$ cat src/rtl/div_result_disp.sv
// Result stage for the 8/4 sequential divider: captures Q/R on the ready rise, converts each
// value to two BCD digits with a per-lane double-dabble, and scans a 4-digit common-anode display.
module div_result_disp #(
  parameter int SCAN_BITS = 16
) (
  input  logic        clk,
  input  logic        reset,
  input  logic [3:0]  quotient,
  input  logic [3:0]  remainder,
  input  logic        ready,
  output logic [15:0] bcd,
  output logic        done,
  output logic [6:0]  seg,
  output logic [3:0]  an
);

  localparam int NUM_LANES = 2;  // lane 1 = quotient, lane 0 = remainder

  typedef enum logic [1:0] {IDLE, CONV, LOAD} state_t;

  state_t state_q, state_d;
  logic   rdy_q, rise;
  logic [1:0] cnt_q, cnt_d;
  logic [NUM_LANES-1:0][3:0] src_q, src_d, src_nx;
  logic [NUM_LANES-1:0][3:0] ones_q, ones_d, ones_nx, ones_adj;
  // A 4-bit value never exceeds 15, so the tens digit is a single bit per lane.
  logic [NUM_LANES-1:0]      tens_q, tens_d, tens_nx;
  logic [15:0] bcd_q, bcd_d;
  logic        done_q, done_d;

  logic [SCAN_BITS-1:0] scan_q;
  logic [1:0] dig_q, dig_d;
  logic [3:0] an_q, nib;
  logic [6:0] seg_q;

  assign rise = ready & ~rdy_q;

  for (genvar g = 0; g < NUM_LANES; g++) begin : g_lane
    assign ones_adj[g] = (ones_q[g] >= 4'd5) ? ones_q[g] + 4'd3 : ones_q[g];
    assign tens_nx[g]  = ones_adj[g][3];
    assign ones_nx[g]  = {ones_adj[g][2:0], src_q[g][3]};
    assign src_nx[g]   = {src_q[g][2:0], 1'b0};
  end

  always_comb begin
    state_d = state_q;
    src_d   = src_q;
    ones_d  = ones_q;
    tens_d  = tens_q;
    cnt_d   = cnt_q;
    bcd_d   = bcd_q;
    done_d  = 1'b0;
    case (state_q)
      IDLE: if (rise) begin
        src_d   = {quotient, remainder};
        ones_d  = '0;
        tens_d  = '0;
        cnt_d   = 2'd3;
        state_d = CONV;
      end
      CONV: begin
        src_d  = src_nx;
        ones_d = ones_nx;
        tens_d = tens_nx;
        cnt_d  = cnt_q - 2'd1;
        if (cnt_q == 2'd0) begin
          // Publish on the last iteration edge so bcd and done appear together.
          bcd_d   = {3'b000, tens_nx[1], ones_nx[1], 3'b000, tens_nx[0], ones_nx[0]};
          done_d  = 1'b1;
          state_d = LOAD;
        end
      end
      LOAD:    state_d = IDLE;
      default: state_d = IDLE;
    endcase
  end

  always_ff @(posedge clk or negedge reset) begin
    if (!reset) begin
      state_q <= IDLE;
      rdy_q   <= 1'b1;
      src_q   <= '0;
      ones_q  <= '0;
      tens_q  <= '0;
      cnt_q   <= '0;
      bcd_q   <= 16'hFFFF;
      done_q  <= 1'b0;
    end else begin
      state_q <= state_d;
      rdy_q   <= ready;
      src_q   <= src_d;
      ones_q  <= ones_d;
      tens_q  <= tens_d;
      cnt_q   <= cnt_d;
      bcd_q   <= bcd_d;
      done_q  <= done_d;
    end
  end

  function automatic logic [6:0] seg_dec(input logic [3:0] n);
    case (n)
      4'd0:    return 7'b1000000;
      4'd1:    return 7'b1111001;
      4'd2:    return 7'b0100100;
      4'd3:    return 7'b0110000;
      4'd4:    return 7'b0011001;
      4'd5:    return 7'b0010010;
      4'd6:    return 7'b0000010;
      4'd7:    return 7'b1111000;
      4'd8:    return 7'b0000000;
      4'd9:    return 7'b0010000;
      default: return 7'b1111111;
    endcase
  endfunction

  // an and seg are both derived from the next digit index so they switch on the same edge.
  assign dig_d = (scan_q == '1) ? dig_q + 2'd1 : dig_q;

  always_comb begin
    case (dig_d)
      2'd0:    nib = bcd_q[3:0];
      2'd1:    nib = bcd_q[7:4];
      2'd2:    nib = bcd_q[11:8];
      default: nib = bcd_q[15:12];
    endcase
  end

  always_ff @(posedge clk or negedge reset) begin
    if (!reset) begin
      scan_q <= '0;
      dig_q  <= '0;
      an_q   <= 4'b1110;
      seg_q  <= 7'b1111111;
    end else begin
      scan_q <= scan_q + SCAN_BITS'(1);
      dig_q  <= dig_d;
      an_q   <= ~(4'b0001 << dig_d);
      seg_q  <= seg_dec(nib);
    end
  end

  assign bcd  = bcd_q;
  assign done = done_q;
  assign seg  = seg_q;
  assign an   = an_q;

endmodule
$ cat config.mk
export PLATFORM = sky130hd
export DESIGN_NAME = div_result_disp
export DESIGN_NICKNAME = d
export VERILOG_FILES = /design/src/rtl/div_result_disp.sv
export SDC_FILE = /design/constraint.sdc
export NUM_CORES = 1
export LEC_CHECK = 0
export ABC_AREA = 1
export BUFFER_PORTS_ARGS = -buffer_cell sky130_fd_sc_hd__buf_2
export CAP_MARGIN = 20
export CORE_ASPECT_RATIO = 1.25
export CORE_MARGIN = 2
export CORE_UTILIZATION = 59
export CTS_BUF_LIST = sky130_fd_sc_hd__clkbuf_8
export DETAILED_ROUTE_END_ITERATION = 12
export PLACE_DENSITY = 0.78
export SKIP_LAST_GASP = 1
export SYNTH_ARGS = -nofsm -noshare
export SYNTH_HDL_FRONTEND = slang
export SYNTH_SLANG_ARGS = --single-unit
export TNS_END_PERCENT = 50
$ cat constraint.sdc
create_clock -name clk -period 2.6 [get_ports clk]
set_input_delay 0.39 -clock clk [delete_from_list [all_inputs] [get_ports clk]]
set_output_delay 0.39 -clock clk [all_outputs]
set_load 0.005 [all_outputs]
After elaboration in Yosys (flattened, before gate mapping). Memories as Yosys holds them, arrays and structs flattened. A register that Yosys moved wholly into a read port is not among the register bits. Index checks and enable logic that the tools add are counted.

Output and inout bits: 28. Flip-flop bits (word level): 60. Input port bits: 11. Memory bits (read-only): 112. Logic and storage cells: 53. Memories: 1.

$add $sub $neg: 5. Equality and inequality tests: 6. Reductions and logical operators: 8. $lt $le $gt $ge: 2. Muxes and demuxes: 15. Bitwise gates (word level): 3. Shift-type cells: 1.

Memories: (no name shown) (words 16, bits a word 7, read ports 1, clocked after Yosys merged registers in 1, wr ports 0, RTL line 101) `case (n)`.

Operators with widths (number): $pmux W8 S2 (2); $add A16 B1 Y16 const B (1); $eq A16 B16 Y1 const B (1); $mux W8 (2); $pmux W4 S3 (1); $add A4 B2 Y4 const B (2); $ge A4 B3 Y1 const B (2); $mux W2 (4); $mux W4 (2); $pmux W2 S2 (2); $logic_not A2 Y1 (3); $reduce_and A2 Y1 (3); $eq A2 B1 Y1 const B (2); $ne A2 B2 Y1 const B (2); $not A4 Y4 (1); $shl A1 B2 Y4 const A (1); $add A2 B1 Y2 const B (1); $eq A2 B2 Y1 const B (1); $mux W1 (2); $reduce_bool A2 Y1 (1); $sub A2 B1 Y2 const B (1); $and A1 B1 Y1 (1); $logic_not A1 Y1 (1); $not A1 Y1 (1).

Longest topological paths before layout.
Word-level depth: 4. Mapped depth: 18. Gate-level depth less buffers: 18.

Least setup slack after synthesis. Ideal clock, no wire load.

Path type: register -> register. From: register scan_q[0]. To: register seg_q[3] (netlist: seg[3]). Data required time: 2.520 ns. Library setup time: 0.080 ns. Slack: 0.527 ns. Stages on the path, launching flop included: 19. Arrival time: 1.992 ns. Period minus slack after synthesis: 2.073 ns. Path buffers: 1. Cells stage by stage: dfrtp_1 ha_1 nand2_1 nor2_2 nand2_4 inv_2 nand2_2 nand2_4 nand2_4 buf_8 nand3_2 nand2_2 nor2_2 inv_1 ha_1 nand2_1 nand2_1 nand2_1 nand2_1.

Word-level cells in the longest chain between the ends: 4. Elaborated cells between the ends (all ways): 6. Those cells by class: eq/ne (3); mux (2); reduce/logical (1).

Ends and longest elaborated chain: start: declaration (RTL line 31) `logic [SCAN_BITS-1:0] scan_q;`; start signal: assignment (RTL line 135) `scan_q <= scan_q + SCAN_BITS'(1);`; $eq A16 B16 Y1 * (RTL line 117) `assign dig_d = (scan_q == '1) ? dig_q + 2'd1 : dig_q;`; $mux W2 * (RTL line 117); $eq A2 B2 Y1 (tied with other cells) (RTL line 120) `case (dig_d)`; $pmux W4 S3 * (RTL line 120); end: declaration (RTL line 34) `logic [6:0] seg_q;`.

Every way passes the cells marked *; elsewhere a longest branch is shown, timed or not. A chain may end at the register's enable or synchronous reset.

Worst setup path after layout.
From: register scan_q[0]. To: register seg_q[3] (netlist: seg[3]).

Word-level cells in the longest chain between the ends: 4. Elaborated cells between the ends (all ways): 6. Those cells by class: eq/ne (3); mux (2); reduce/logical (1).

Ends and longest elaborated chain: $eq A16 B16 Y1 * (RTL line 117); $mux W2 * (RTL line 117); via dig_d[0] (RTL line 32) `logic [1:0] dig_q, dig_d;`; $eq A2 B2 Y1 (tied with other cells) (RTL line 120); $pmux W4 S3 * (RTL line 120).

Mark *: on every way through the listed nets, which the timed path passes. The rest lies on a longest branch.

==> impl_summary.log <==
INFO  metric run_status = finished clean
INFO  metric drive_above_1_share = 30.8%
INFO  metric ctsHtreeMaxLevel = 3
INFO  metric fin_worst_hold_slack = 0.0885 ns
INFO  metric seq_power_share = 38.0%
INFO  metric switching_power = ~1.3 mW
INFO  metric fraction_of_power_consumed_by_the_clock_network = 28.6%
INFO  metric viasPerCell = 5.31
INFO  metric mostFrequentLayoutCell = nand2_1
INFO  metric cts_resized = 0
INFO  metric firstDrtPassIters = 4
INFO  metric first_pass_grt_wire_length = 9.49 mm
INFO  metric final_critical_path_time_including_i_o_delays_and_setup = ~2.3 ns
INFO  metric layout_common_cells = 56 x nand2_1, 40 x dfrtp_1, 38 x inv_1, 38 x buf_2, 22 x dfstp_2
INFO  metric startpoint_kind_of_the_worst_setup_timing_path = flip-flop
INFO  metric switching_share = approximately 34%
INFO  metric count_of_routing_violations_after_the_opening_detailed_route_iteration = 120
INFO  metric final_max_slew_viol_count = 0
INFO  metric clkLatencyLatePin = 0.33 ns
INFO  metric yosys.cell_types.count = 33
INFO  metric setup_repair_after_global_routing_missed_its_margin = false
INFO  metric worst_r2r_startpoint = scan_q[0]
INFO  metric synth_seq_area_share = a little over half
INFO  metric crit_start = scan_q[0]
INFO  metric yosysWarnings = 0
INFO  metric cts.hold.buffers_added = 0
INFO  metric hold_class = in -> async
INFO  metric utilization = 72.5%
INFO  metric postCtsSetupRepairBufs = 0
INFO  metric ant_nets = 0
INFO  metric worstReg2RegEnd = seg[3]
INFO  metric clock_tree_from_tritoncts = yes
INFO  metric synth_flop_cell = dfrtp_1
INFO  metric synth_enable_flop_cells = 0
INFO  metric wire_length_after_detailed_routing = 5.42 mm
INFO  metric antenna-diode-count = 0
INFO  metric worstRegToRegCells = 17
INFO  metric maximum_number_of_pins_on_one_net_before_global_route_repair = 34
INFO  metric worst-r2r-setup-slack = between 0.2 and 0.3 ns
INFO  metric worst_pin_slew = slightly below 0.7 ns
INFO  metric final_min_period_over_clock_period = 88.9%
INFO  metric timing.clock.skew = between 0.006 and 0.007 ns
INFO  metric postSynthRegisterBits = 62
INFO  metric core = 4760 um2
INFO  metric hold_viol = 0
INFO  metric io_buffers = 38
INFO  metric cell_count_after_placement = 391
INFO  metric cts-root-buf = clkbuf_8
INFO  metric area_delta_synth_final = 17.2%
INFO  metric antenna_found_initial = 0
INFO  metric avg_synthesized_cell_area = 9.86 um2
INFO  metric wire_length_per_cell_after_detailed_routing = 13.3 um
INFO  metric place_hpwl = ~3.9 mm
INFO  metric power_density = 1140 nW/um2
INFO  metric num_rows = 28
INFO  metric die_y = 83.0 um
INFO  metric drc = 0
INFO  metric horizontal_die_dimension = a little under 70 um
INFO  metric netlist_instances = 299
INFO  metric irDropWorstVdd = 0.000689 V
INFO  metric setup.worst_path.end = seg[3]
INFO  metric fp.dieArea = 5580 um2
INFO  metric worst_setup_path_end_kind = flip-flop
INFO  metric critical_path_arrival = between 2 and 3 ns
INFO  metric grt_pass1_vias = 2140
INFO  metric initial_core_util = 61.9%
INFO  metric crit_required = between 2 and 3 ns
INFO  metric criticalPathCategory = reg -> reg
INFO  metric clk_sink_count = 62
INFO  metric gr-total-overflow = 0
INFO  metric cellInternalPower = 2.59 mW
INFO  metric synthesis.nets = ~320
INFO  metric clkSlewWorstSetupHoldPaths = 0.07 ns
INFO  metric timing.slew.headroom = 54.4%
INFO  metric async_reset_ff_share = 100%
INFO  metric fin_setup_tns = 0 ns
INFO  metric setup_viol = 0
INFO  metric worst-path-max-fanout = 11
INFO  metric track_usage = 22.5%
INFO  metric vias = 2160
INFO  metric power_leakage = approximately 1.8 nW
INFO  metric top_level_ports = 39
INFO  metric max_freq = 0.433 GHz
INFO  metric numCtsBuffers = 9
INFO  metric num-nets-final = 362
INFO  metric ctsLongestPathBuffers = 2
INFO  metric finalWeightedCongestion = 0.889
INFO  metric post_synth_instance_area = a little under 3000 um2
INFO  metric finalNonFillerCells = roughly 410
INFO  metric cap_viol_max_count = 0
INFO  metric p_comb_share = 33.4%
## layer usage
| metal | track usage, % | part of all wire [%] | vias up |
|---|---|---|---|
| met5 | 0 | 0 | - |
| met4 | 9.65 | 2.9 | 0 |
| met3 | 7.59 | 4.2 | 17 |
| met2 | 34.5 | 50 | 54 |
| met1 | 28.6 | 43 | 1039 |
| li1 | - | - | 1050 |
## registers in the layout, indices dropped and copies added, names as in the netlist
name and cells:
an 4, dig_q 2, done 1, src_nx 6
state_q 2, ones_q 8, scan_q 16, ones_nx 2
rdy_q 1, seg 7, cnt_q 2, bcd 11
## worst min path at each step
| stage | endpoint | slack (ns) | cells after the start |
|---|---|---|---|
| after global routing | src_nx[1] | 0.11 | 1 |
| after detailed placement | scan_q[0] | 0.45 | 1 |
| after CTS | scan_q[7] | 0.10 | 1 |
| after floorplan | an[0] | 0.09 | 0 |
| after global placement | scan_q[0] | 0.43 | 1 |
| final | src_nx[2] | 0.09 | 1 |
## power groups by stage
stage               logic, mW  clock network [mW]  registers, mW
detailed placement       1.29                   0           1.51
finish                   1.31                1.12           1.49
floorplan               0.887                   0           1.49
global placement         1.23                   0           1.50
global route             1.48                1.19           1.53
CTS                      1.31                1.14           1.49
## synthesized netlist by cell type, types with 3 or more instances
cell      count  share of area (%)
inv_1        38                4.8
nor2_2        3               0.64
nand3_1      12                2.0
nand2_1      56                7.1
buf_4         5                1.3
nand3_2       4                1.4
dfstp_2      22                 20
o21ai_1       3               0.51
nand4_1       4               0.85
clkbuf_1      3               0.38
inv_2         3               0.38
nor2_1       11                1.4
xnor2_1       6                1.8
dfrtp_1      40                 34
o21ai_0      21                3.6
ha_1          9                3.8
nand2_2       6                1.3
o22ai_1       8                1.7
a221oi_1      6                1.8
xor2_1       13                3.9
nor2_4        3                1.1
nand2_4       4                1.5
nor3_1        7                1.2
## metrics by stage
step	total power [mW]	cell area, um2	setup slack [ns]
after detailed placement	2.80	3190	0.305
final	3.92	3460	0.288
after floorplan	2.37	2950	0.527
after global routing	4.20	3460	0.0543
after CTS	3.95	3460	0.270
after global placement	2.73	3190	0.409
## cells by family after synthesis
group	count (synthesis)	synth area share, %
AOI/OAI and AO/OA	42	8.78
xor gates and xnor gates	19	5.64
adders and majority gates	9	3.82
buffers and inverters	52	7.64
DFF	62	53.5
and+or+nand+nor	115	20.6
## final cells by class
class / instances / area [um2]
clock buffers: 10 / 138
clock inverters: 6 / 133
fillers: 356 / 1310
inverters: 43 / 161
multi-input cells: 185 / 1140
flip-flops and latches: 62 / 1580
well taps: 60 / 75.1
repair buffers: 41 / 225
## worst max-delay path, stage by stage, from the launching register on
cell     delay, ns
dfrtp_1       0.37
ha_1          0.21
nand2_1       0.08
nor2_2        0.12
nand2_4       0.09
nor2_4        0.15
nand2_4       0.07
nand2_4       0.15
inv_2         0.07
nand2_2       0.11
inv_1         0.06
nor2_2        0.15
inv_1         0.08
ha_1          0.29
nand2_1       0.08
nand2_1       0.06
nand2_1       0.05
nand2_1       0.04
Note: power is estimated with default switching activity, not from simulation.
